## src/rtl/bram_arb2.sv

```systemverilog
// bram_arb2: two-requester arbiter in front of one simple-dual-port BRAM.
// Requester 0 is the host loader, requester 1 the compute engine. At most one
// BRAM read or write is issued per cycle. Arbitration is round-robin with
// bounded burst ownership, and read data returns to the issuer one cycle later.
// Optional build macro BRAM_ARB_FIXED_PRIO_EN: requester 0 always wins when
// valid, and the burst counter is held at zero.
module bram_arb2 #(
  parameter int DATA_WIDTH    = 8,
  parameter int ADDRESS_WIDTH = 8,
  parameter int MAX_BURST     = 4
) (
  input  logic                     clk,
  input  logic                     rst,
  input  logic                     req_valid_0,
  input  logic                     req_valid_1,
  output logic                     req_ready_0,
  output logic                     req_ready_1,
  input  logic                     req_we_0,
  input  logic                     req_we_1,
  input  logic [ADDRESS_WIDTH-1:0] req_addr_0,
  input  logic [ADDRESS_WIDTH-1:0] req_addr_1,
  input  logic [DATA_WIDTH-1:0]    req_wdata_0,
  input  logic [DATA_WIDTH-1:0]    req_wdata_1,
  output logic                     rsp_valid_0,
  output logic                     rsp_valid_1,
  output logic [DATA_WIDTH-1:0]    rsp_rdata_0,
  output logic [DATA_WIDTH-1:0]    rsp_rdata_1,
  output logic                     bram_we,
  output logic [ADDRESS_WIDTH-1:0] bram_rd_addr,
  output logic [ADDRESS_WIDTH-1:0] bram_wr_addr,
  output logic [DATA_WIDTH-1:0]    bram_d_in,
  input  logic [DATA_WIDTH-1:0]    bram_d_out
);

  localparam int CNT_W = $clog2(MAX_BURST + 1);
  localparam logic [CNT_W-1:0] MAX_CNT = CNT_W'(MAX_BURST);

  typedef enum logic [1:0] {IDLE, OWN0, OWN1} state_e;

  state_e           state_q, state_d;
  logic             last_q, last_d;
  logic [CNT_W-1:0] burst_cnt_q, burst_cnt_d;
  logic             rsp_pend_0_q, rsp_pend_0_d;
  logic             rsp_pend_1_q, rsp_pend_1_d;

  logic gnt_vld;    // some requester is selected this cycle
  logic gnt_sel;    // selected requester index (0 when none)
  logic accept;     // selection is turned into a real BRAM operation
  logic sel_we;     // write flag of the selected requester
  logic own_sel;    // index of the current owner in OWNi states
  logic own_valid;  // owner is requesting
  logic oth_valid;  // non-owner is requesting

  // Grant decision from current state and request valids.
  always_comb begin
    // NOTE: every signal gets a default before any branch so no path leaves it
    // unassigned; otherwise synthesis infers a latch.
    gnt_vld   = 1'b0;
    gnt_sel   = 1'b0;
    own_sel   = (state_q == OWN1);
    own_valid = own_sel ? req_valid_1 : req_valid_0;
    oth_valid = own_sel ? req_valid_0 : req_valid_1;
`ifdef BRAM_ARB_FIXED_PRIO_EN
    if (req_valid_0) begin
      gnt_vld = 1'b1;
      gnt_sel = 1'b0;
    end else if (req_valid_1) begin
      gnt_vld = 1'b1;
      gnt_sel = 1'b1;
    end
`else
    case (state_q)
      OWN0, OWN1: begin
        // Owner keeps the port until its burst is used up and the other waits.
        if (own_valid && ((burst_cnt_q < MAX_CNT) || !oth_valid)) begin
          gnt_vld = 1'b1;
          gnt_sel = own_sel;
        end else if (oth_valid) begin
          gnt_vld = 1'b1;
          gnt_sel = ~own_sel;
        end
      end
      default: begin
        if (req_valid_0 && req_valid_1) begin
          gnt_vld = 1'b1;
          gnt_sel = ~last_q;
        end else if (req_valid_0 || req_valid_1) begin
          gnt_vld = 1'b1;
          gnt_sel = req_valid_1;
        end
      end
    endcase
`endif
  end

  assign accept = gnt_vld & ~rst;
  assign sel_we = gnt_sel ? req_we_1 : req_we_0;

  // Next owner, burst count and pending read responses.
  always_comb begin
    state_d      = IDLE;
    last_d       = last_q;
    burst_cnt_d  = '0;
    rsp_pend_0_d = accept & ~gnt_sel & ~sel_we;
    rsp_pend_1_d = accept & gnt_sel & ~sel_we;
    if (gnt_vld) begin
      state_d = gnt_sel ? OWN1 : OWN0;
      last_d  = gnt_sel;
`ifndef BRAM_ARB_FIXED_PRIO_EN
      if (state_q == state_d) begin
        burst_cnt_d = (burst_cnt_q < MAX_CNT) ? burst_cnt_q + CNT_W'(1) : burst_cnt_q;
      end else begin
        burst_cnt_d = CNT_W'(1);
      end
`endif
    end
  end

  // State registers with synchronous reset.
  always_ff @(posedge clk) begin
    // NOTE: non-blocking assignments so every register samples pre-edge values.
    if (rst) begin
      state_q      <= IDLE;
      last_q       <= 1'b1;
      burst_cnt_q  <= '0;
      rsp_pend_0_q <= 1'b0;
      rsp_pend_1_q <= 1'b0;
    end else begin
      state_q      <= state_d;
      last_q       <= last_d;
      burst_cnt_q  <= burst_cnt_d;
      rsp_pend_0_q <= rsp_pend_0_d;
      rsp_pend_1_q <= rsp_pend_1_d;
    end
  end

  // Readies and the BRAM write strobe are suppressed while reset is asserted.
  assign req_ready_0  = accept & ~gnt_sel;
  assign req_ready_1  = accept & gnt_sel;
  assign bram_we      = accept & sel_we;
  // With no grant gnt_sel is 0, so the BRAM port shows requester 0's inputs.
  assign bram_rd_addr = gnt_sel ? req_addr_1 : req_addr_0;
  assign bram_wr_addr = gnt_sel ? req_addr_1 : req_addr_0;
  assign bram_d_in    = gnt_sel ? req_wdata_1 : req_wdata_0;

  // A read issued just before reset must not surface during reset.
  assign rsp_valid_0  = rsp_pend_0_q & ~rst;
  assign rsp_valid_1  = rsp_pend_1_q & ~rst;
  assign rsp_rdata_0  = bram_d_out;
  assign rsp_rdata_1  = bram_d_out;

endmodule

```

## config.mk

```make
export PLATFORM = sky130hd
export DESIGN_NAME = bram_arb2
export DESIGN_NICKNAME = d
export VERILOG_FILES = /design/src/rtl/bram_arb2.sv
export SDC_FILE = /design/constraint.sdc
export NUM_CORES = 1
export LEC_CHECK = 0
export CAP_MARGIN = 5
export CORE_ASPECT_RATIO = 1.75
export CORE_MARGIN = 3
export CORE_UTILIZATION = 32
export CTS_BUF_LIST = sky130_fd_sc_hd__clkbuf_4 sky130_fd_sc_hd__clkbuf_8
export CTS_CLUSTER_DIAMETER = 120
export DETAILED_ROUTE_END_ITERATION = 8
export PLACE_DENSITY = 0.83
export SLEW_MARGIN = 15
export SYNTH_ARGS = -nofsm -noshare
export SYNTH_HDL_FRONTEND = slang
export SYNTH_SLANG_ARGS = --single-unit
```

## constraint.sdc

```tcl
create_clock -name clk -period 2.95 [get_ports clk]
set_input_delay 0.4425 -clock clk [delete_from_list [all_inputs] [get_ports clk]]
set_output_delay 0.4425 -clock clk [all_outputs]
set_load 0.005 [all_outputs]
```

==> out/results.txt, run 1 <==
Post-Syn Instances -> 105
Peak VDD IR -> 0.000325 V
Area grow syn2layout -> 76.0%
CORE AREA -> 0.00296 mm²
Status -> finished, final reports clean
WS Path Type -> reg2out
Setup Skew -> 0.00569 ns
Fmax -> 347 MHz
NumNets Final -> 217
CTS root buf -> clkbuf_8
Main synth FF type -> dfxtp_1
Count leader, synth -> buf_4
Yosys warning count -> 0
Worst-path clk slew -> 0.04 ns
DR vias -> 998
Starting Density -> 0.336
Reg area -> 161 µm²
# IOs -> 91
Share of the synthesized area in the top cell type -> 0.226
Max FO, Critical Path -> 11
Max Slew Vio Count -> 0
CTS tree -> built
End of the critical path -> bram_d_in[2]
Pre-antenna DRT Iters -> 3
Die width -> 48.1 µm
Slew at the pin with the worst max-slew slack -> 0.513 ns
Critical path required time -> 2.51 ns
Hold Crit Start -> burst_cnt_q[1]
Commonest cells in the netlist -> buf_4, mux2_4, dfxtp_1, nor2_1, nor3_1
IO Port Bufs -> 66
Flop-to-flop setup slack -> 0.88 ns
Yosys reg bits -> 8
Number of fill cells in the layout -> 243
Multi-input gate area -> 668 µm²
Hold Buf Count CTS -> 0
Async set-reset flop share out of synthesis -> 0
Final Critical Period -> 2.88 ns
Reg2reg start -> state_q[0]
Crit end category -> output port
GR Util All Layers -> 0.145
Largest net degree at the start of global routing -> 12
Rows -> 26
Sinks on Clock Net -> 8
Setup Viol. Count Final -> 0
Clock latency on the worst-skew pair -> 0.24 ns
Fin. Hold Viols -> 0
Initial antenna violation count -> 0
Vias in the first global route -> 953
CP Launch Point -> state_q[0]
Mapped Area -> 995 µm²
Sequential fraction of the synthesis area -> 0.161
Mapped Avg Cell Area -> 9.47 µm²
Share of post-route cells with drive strength above 1 -> 0.325
Setup ws final -> 0.0670 ns
Die ar. -> 0.00384 mm²
Synth area leaders -> mux2_4, buf_4, dfxtp_1
DR iter-0 viols -> 8
TritonCTS Buffers -> 3
First-pass GRT wire length -> 4.11 mm
Cell Pwr Density -> 386 mW/mm²
Max cap viols -> 0
Worst endpoint data arrival time -> 2.44 ns
Die height -> 79.8 µm
Reg2Reg Depth -> 10
N_diodes -> 0
# DRC -> 0
Setup Total Neg Slack -> 0 ns
DP HPWL -> 2.29 mm
R2R Path End -> burst_cnt_q[1]
Static leakage -> 0.000773 µW
Vias per cell -> 4.80
Setup slack at placement -> -0.0605 ns
Total Wirelength -> 2.95 mm
ANT nets after route -> 0
Period utilisation layout -> 0.977
GRT overflow -> 0
WL per Instance -> 14.2 µm
H-tree Lvls -> 1
Worst hold slack -> 0.532 ns
Hold Crit Class -> reg2reg
Most area-hungry cell type in the Yosys netlist -> mux2_4
Longest Clk Path Bufs -> 2
Yosys cell types -> 35
Crit path launch type -> register
Post-synth EDFFs -> 0
Mapped Nets -> 154
Max-Slew Margin vs Limit -> 0.655
Final GP Congestion -> 0.875
==> cells by family (layout without fill, tap and decap cells) <==
family	count (synthesis)	in the layout	share of synthesized area
AOI/OAI and AO/OA	12	12	0.0918
buffers and inverters	29	90	0.219
DFF	8	8	0.161
and+or+nand+nor	31	31	0.197
adders and majority gates	3	3	0.0377
xor gates and xnor gates	4	4	0.0352
muxes	18	18	0.258
==> sequential cells by signal (all words and copies together) (netlist names) <==
name          cells
state_q           2
burst_cnt_q       3
rsp_pend_1_q      1
rsp_pend_0_q      1
last_q            1
==> cell type report <==
type	instances	share of cell area
Timing Repair Buffer	86	0.470
Multi-Input combinational cell	68	0.382
Sequential cell	8	0.0922
Tap cell	42	0.0300
Clock buffer	3	0.0236
Inverter	1	0.00214
==> critical path, stage by stage, from the launching register on <==
cell and delay, ns:
dfxtp_2 0.33, inv_2 0.06, ha_4 0.19, or3_4 0.40
a21oi_4 0.19, nor4_4 0.07, buf_4 0.14, buf_12 0.14
buf_4 0.13, mux2_4 0.29, dlygate4sd2_1 0.27
==> worst min path at each step <==
stage          slack, ns        endpoint  depth (start not counted)
3_5_place_dp        0.51          last_q                          2
6_report            0.53  burst_cnt_q[1]                          2
4_1_cts             0.54  burst_cnt_q[1]                          2
5_1_grt             0.57  burst_cnt_q[1]                          2
2_1_floorplan       0.45          last_q                          2
3_3_place_gp        0.50          last_q                          2
==> where the power goes <==
part	internal [µW]	leakage, µW	switching, µW	total, µW
Sequential	119	0.0000661	6.95	126
Clock	88.8	0.0000216	48.3	137
Combinational	270	0.000686	143	413
==> metrics by stage <==
step | area, µm² | cells | util | total power (µW)
3_3_place_gp | 1580 | 195 | 0.534 | 496
6_report | 1750 | 208 | 0.591 | 676
3_5_place_dp | 1580 | 195 | 0.534 | 505
4_1_cts | 1720 | 207 | 0.582 | 668
5_1_grt | 1750 | 208 | 0.591 | 717
2_1_floorplan | 995 | 105 | - | 346
==> timing repair <==
| action | 4_1_cts | 5_1_grt |
|---|---|---|
| setup buffers | 8 | 1 |
| cloned | 1 | 0 |
| resized for setup | 34 | 9 |
| endpoints found under the setup margin | 26 | 11 |
| pin swaps | 2 | 3 |
==> cells in the final DEF (no fill, tap or decap), types with 2 or more instances in the layout <==
| cell type | instances |
|---|---|
| a31oi_1 | 3 |
| buf_4 | 18 |
| clkbuf_8 | 3 |
| clkdlybuf4s15_1 | 4 |
| clkdlybuf4s50_1 | 39 |
| dfxtp_1 | 7 |
| dlygate4sd2_1 | 22 |
| mux2_4 | 15 |
| mux2i_1 | 2 |
| nand2_1 | 2 |
| nand3b_1 | 2 |
| nor2_1 | 7 |
| nor2b_1 | 2 |
| nor3_1 | 4 |
| nor4_1 | 2 |
| nor4b_1 | 2 |
| o21ai_0 | 2 |
| xnor2_1 | 2 |
| xor2_1 | 2 |
==> layer usage <==
layer  vias to the layer above  routed length [µm]  GRT usage
met5                         -                   0          0
met1                       453                 937      0.129
met2                        61                1500      0.275
met4                         0                  68     0.0647
li1                        475                   -          -
met3                         9                 443     0.0316
(Power assumes the default switching activity.)
==> run 2: changes to the inputs <==
--- a/config.mk
+++ b/config.mk
@@ -5,7 +5,7 @@
 export SDC_FILE = /design/constraint.sdc
 export NUM_CORES = 1
 export LEC_CHECK = 0
-export CAP_MARGIN = 5
+export CAP_MARGIN = 15
 export CORE_ASPECT_RATIO = 1.75
 export CORE_MARGIN = 3
 export CORE_UTILIZATION = 32
==> constraint.sdc (replaced) <==
create_clock -name clk -period 2.9 [get_ports clk]
set_input_delay 0.435 -clock clk [delete_from_list [all_inputs] [get_ports clk]]
set_output_delay 0.435 -clock clk [all_outputs]
set_load 0.005 [all_outputs]
==> run 2 against run 1 <==
  * Non-clock buffer count is 4 higher
  * Total power is 6.3% higher
  * Setup slack worse by 0.015 ns
  * Die area is the same
  * Count of clock-buffer cells in the layout is the same
  * Critical endpoint is now bram_rd_addr[6]
  * Sequential share of layout area is 0.40 points lower
  * Critical path depth is 2 lower
  * Critical path type unchanged
  * First-iteration DRC count grew 75%
  * Worst hold slack gained 0.020 ns
  * Global-route usage up 0.93 points
  * Cell count increased by 1.9%
==> out/results.txt, run 2 (synthesis gave the netlist of run 1 again) <==
Clock latency on the worst-skew pair -> 0.23 ns
Placed Area -> 0.00160 mm²
Most frequent cells in the layout -> clkdlybuf4s50_1, buf_4, mux2_4
# IOs -> 91
Initial antenna violation count -> 0
DR vias -> 1026
Max cap viols -> 0
Largest regs -> burst_cnt_q x3, state_q x2
GR Util All Layers -> 0.154
Reg2reg start -> state_q[0]
GRT overflow -> 0
WL per Instance -> 15.4 µm
Rows -> 26
CTS root buf -> clkbuf_8
H-tree Lvls -> 1
Die width -> 48.1 µm
Critical path required time -> 2.47 ns
End of the critical path -> bram_rd_addr[6]
Worst-path clk slew -> 0.04 ns
WS Path Type -> reg2out
Max FO, Critical Path -> 11
Vias per cell -> 4.84
Fin. Hold Viols -> 0
Pre-antenna DRT Iters -> 4
Period utilisation layout -> 0.982
# DRC -> 0
Die ar. -> 0.00384 mm²
R2R Path End -> burst_cnt_q[0]
Max FFs per register -> 3
Post-route cell area -> 0.00183 mm²
Max-Slew Margin vs Limit -> 0.664
Hold Buf Count CTS -> 0
Sinks on Clock Net -> 8
Worst hold slack -> 0.552 ns
Fmax -> 351 MHz
Share of post-route cells with drive strength above 1 -> 0.341
Cell Pwr Density -> 393 mW/mm²
Total Wirelength -> 3.27 mm
CORE AREA -> 0.00296 mm²
Max Slew Vio Count -> 0
Worst endpoint data arrival time -> 2.41 ns
Vias in the first global route -> 997
Die height -> 79.8 µm
Final Critical Period -> 2.85 ns
Setup Skew -> 0.000360 ns
DP HPWL -> 2.34 mm
Peak VDD IR -> 0.000286 V
Starting Density -> 0.336
Static leakage -> 0.000832 µW
NumNets Final -> 221
Flop-to-flop setup slack -> 0.76 ns
Status -> finished, final reports clean
N_diodes -> 0
CP Launch Point -> state_q[0]
IO Port Bufs -> 66
Longest Clk Path Bufs -> 2
Final GP Congestion -> 0.869
Setup Total Neg Slack -> 0 ns
Area grow syn2layout -> 83.9%
Commonest non-fill, non-tap cell in the layout -> clkdlybuf4s50_1
DR iter-0 viols -> 14
Crit path launch type -> register
Biggest register -> burst_cnt_q
Hold Crit Class -> reg2reg
First-pass GRT wire length -> 4.31 mm
Largest net degree at the start of global routing -> 12
Crit end category -> output port
Setup Viol. Count Final -> 0
Reg2Reg Depth -> 11
ANT nets after route -> 0
TritonCTS Buffers -> 3
CTS tree -> built
Slew at the pin with the worst max-slew slack -> 0.500 ns
run 2: cell type report:
type | count | area (µm²)
fill | 238 | 1130
timing repair buffer | 90 | 885
multi-input combinational | 68 | 683
sequential | 8 | 161
tap | 42 | 52.6
clock buffer | 3 | 41.3
inverter | 1 | 6.26
run 2: per-layer routing:
layer  vias up  part of all wire  global-route usage
li1        482                 -                   -
met1       472              0.29               0.114
met2        64              0.54               0.297
met3         8              0.15              0.0564
met4         0             0.023              0.0782
met5         -                 0                   0
run 2: critical path: stages (launching register included):
cell	delay [ns]
dfxtp_2	0.35
inv_4	0.06
ha_4	0.30
nand2b_4	0.14
a21oi_4	0.04
nor4_4	0.33
buf_12	0.20
mux2_4	0.31
clkdlybuf4s50_1	0.45
run 2: repair_timing:
item	4_1_cts	5_1_grt
pin swaps	3	3
gates cloned	1	0
setup endpoints to repair	27	24
resized for setup	23	16
buffers inserted	5	5
run 2: worst min path at each step:
stage	start	endpoint	slack, ns	cells after the start
2_1_floorplan	last_q	last_q	0.45	2
3_3_place_gp	last_q	last_q	0.50	2
3_5_place_dp	last_q	last_q	0.53	2
4_1_cts	burst_cnt_q[1]	burst_cnt_q[1]	0.55	2
5_1_grt	burst_cnt_q[1]	burst_cnt_q[1]	0.58	2
6_report	burst_cnt_q[1]	burst_cnt_q[1]	0.55	2
run 2: through the flow:
| step | util | instances | power, µW | setup WS, ns |
|---|---|---|---|---|
| global route | 0.618 | 212 | 757 | -0.0268 |
| CTS | 0.593 | 207 | 707 | 0.000266 |
| detailed placement | 0.542 | 198 | 518 | -0.107 |
| finish | 0.618 | 212 | 719 | 0.0521 |
| global placement | 0.542 | 198 | 509 | -0.0567 |
| floorplan | - | 105 | 352 | 0.435 |
run 2: power breakdown:
| group | switching (µW) | total [µW] | internal [µW] |
|---|---|---|---|
| clock network | 47.6 | 138 | 90.2 |
| logic | 156 | 451 | 295 |
| registers | 9.04 | 130 | 121 |
| total | 212 | 719 | 507 |
==> run 3: changes to the inputs <==
--- a/config.mk
+++ b/config.mk
@@ -12,7 +12,7 @@
 export CTS_BUF_LIST = sky130_fd_sc_hd__clkbuf_4 sky130_fd_sc_hd__clkbuf_8
 export CTS_CLUSTER_DIAMETER = 120
 export DETAILED_ROUTE_END_ITERATION = 8
-export PLACE_DENSITY = 0.83
+export PLACE_DENSITY_LB_ADDON = 0.3
 export SLEW_MARGIN = 15
 export SYNTH_ARGS = -nofsm -noshare
 export SYNTH_HDL_FRONTEND = slang
==> run 3 against run 2 <==
  * Register-to-register slack better by 0.10 ns
  * Largest cell class unchanged
  * Final area down 5.5%
  * Combinational power is 10% lower
  * Sequential share of layout area increased by 0.58 points
==> out/results.txt, run 3 (synthesis gave the netlist of run 1 again) <==
CTS root buf -> clkbuf_8
DR vias -> 982
Reg2reg start -> state_q[0]
Share of post-route cells with drive strength above 1 -> 0.393
Max Slew Vio Count -> 0
Flop-to-flop setup slack -> 0.86 ns
Die ar. -> 0.00384 mm²
Largest net degree at the start of global routing -> 9
Final non-filler cell total -> 210
Setup Viol. Count Final -> 0
GRT overflow -> 0
Multi-input gate area -> 672 µm²
Fin util -> 0.584
Starting Density -> 0.336
CORE AREA -> 0.00296 mm²
DP HPWL -> 2.20 mm
IO Port Bufs -> 66
Fin. Hold Viols -> 0
Worst-path clk slew -> 0.04 ns
R2R Path End -> burst_cnt_q[1]
Vias per cell -> 4.68
Die width -> 48.1 µm
Die height -> 79.8 µm
Hold Buf Count CTS -> 0
Post-route cell area -> 0.00173 mm²
Crit end category -> output port
Power Total -> 670 µW
Clock latency on the worst-skew pair -> 0.23 ns
First-pass GRT wire length -> 4.31 mm
Sinks on Clock Net -> 8
Reg area -> 163 µm²
Reg2Reg Depth -> 9
P_int -> 471 µW
Max FO, Critical Path -> 6
Sw Pwr -> 199 µW
Status -> finished, final reports clean
Kind of cell adding the most delay to the critical path -> buffers and inverters
Sw Ratio -> 0.297
Max stage delay cell, worst path -> or3_4
Longest Clk Path Bufs -> 2
Slew at the pin with the worst max-slew slack -> 0.549 ns
Max-Slew Margin vs Limit -> 0.631
Period utilisation layout -> 0.997
N_diodes -> 0
Hold Crit Class -> reg2reg
# IOs -> 91
Area grow syn2layout -> 73.8%
Worst path cell trace -> inv_2 -> ha_4 -> or3_4 -> a21oi_4 -> nor4_4 -> buf_12 -> buf_4 -> buf_12 -> mux2_4 -> dlygate4sd2_1
Final GP Congestion -> 0.787
GR Util All Layers -> 0.151
Combinational power share -> 0.603
ANT nets after route -> 0
Commonest non-fill, non-tap cell in the layout -> clkdlybuf4s50_1
WL per Instance -> 13.3 µm
Hold Crit Start -> last_q
Fmax -> 346 MHz
Most common cell on crit path -> buf_12
Most frequent cells in the layout -> clkdlybuf4s50_1, dlygate4sd2_1, buf_4
TritonCTS Buffers -> 3
Static leakage -> 0.000785 µW
Max incr delay on CP -> 0.40 ns
Vias in the first global route -> 1020
Setup Skew -> 0.00362 ns
Worst path depth -> 10
Sequential power share -> 0.193
Number of fill cells in the layout -> 267
# DRC -> 0
Initial antenna violation count -> 0
Hold path depth -> 2
Rows -> 26
Peak VDD IR -> 0.000240 V
Placed Area -> 0.00162 mm²
Pre-antenna DRT Iters -> 4
WS Path Type -> reg2out
Max FFs per register -> 3
Final Critical Period -> 2.89 ns
Worst hold slack -> 0.523 ns
Hold Path Sink -> last_q
Total Wirelength -> 2.79 mm
Crit path buffers/inverters -> 5
Cells after DPL -> 200
Biggest register -> burst_cnt_q
NumNets Final -> 219
RSZ-0062 raised after global routing -> yes
DR iter-0 viols -> 10
CTS tree -> built
H-tree Lvls -> 1
Largest regs -> burst_cnt_q x3, state_q x2
Worst endpoint data arrival time -> 2.46 ns
Clock share of power -> 0.204
Crit path launch type -> register
Critical path required time -> 2.47 ns
Cell Pwr Density -> 388 mW/mm²
Max cap viols -> 0
==> run 3: changes by cell type in the layout (fill, tap and decap cells not counted), sizes merged <==
cell           before  now
clkbuf              4   13
clkdlybuf4s15       4    0
dlygate4sd2         6   17
buf                23   22
dlymetal6s2s        7    1
clkdlybuf4s50      49   38
==> run 3: area by class of cell <==
cell class,count,share of cell area
Tap cell,42,0.0304
Sequential cell,8,0.0941
Inverter,1,0.00217
Multi-Input combinational cell,68,0.389
Clock buffer,3,0.0239
Timing Repair Buffer,88,0.461
==> run 3: through the flow <==
| step | setup slack, ns | setup TNS, ns |
|---|---|---|
| 5_1_grt | -0.0842 | -0.176 |
| 6_report | 0.00730 | 0 |
| 3_5_place_dp | -0.124 | -2.72 |
| 2_1_floorplan | 0.435 | 0 |
| 4_1_cts | 0.0117 | 0 |
| 3_3_place_gp | -0.0689 | -0.925 |
==> run 3: worst register-to-register path, stage by stage (launching register included) <==
cell and delay, ns:
dfxtp_2 0.32, inv_2 0.06, ha_4 0.19, buf_4 0.14
nor4b_1 0.14, or4_1 0.58, buf_4 0.19, nor2_1 0.08
nand3_1 0.10, a31oi_1 0.17
==> run 3: repair_timing <==
item | CTS | global route
buffers inserted | 5 | 2
endpoints found under the setup margin | 27 | 19
gates resized for setup | 40 | 24
hold endpoints to repair | 0 | 0
pin swaps | 2 | 2
==> run 3: worst max-delay path by stage <==
stage                      from  slack [ns]         endpoint
floorplan            state_q[0]        0.43  bram_wr_addr[1]
global placement    req_valid_0       -0.07     bram_d_in[4]
detailed placement  req_valid_0       -0.12  bram_rd_addr[7]
CTS                  state_q[0]        0.01          bram_we
global route         state_q[0]       -0.08  bram_wr_addr[0]
finish               state_q[0]       0.007  bram_rd_addr[0]
==> run 3: per-layer routing <==
layer,vias to the layer above,GRT usage,part of all wire
met5,-,0,0
met4,0,0.0863,0.031
met3,9,0.0361,0.062
met2,45,0.274,0.60
met1,448,0.136,0.31
li1,480,-,-
==> run 3: power groups by stage <==
stage	sequential [µW]	combinational, µW	clock (µW)
finish	130	404	137
global route	131	439	143
CTS	129	405	138
detailed placement	129	393	0
global placement	129	387	0
floorplan	129	224	0
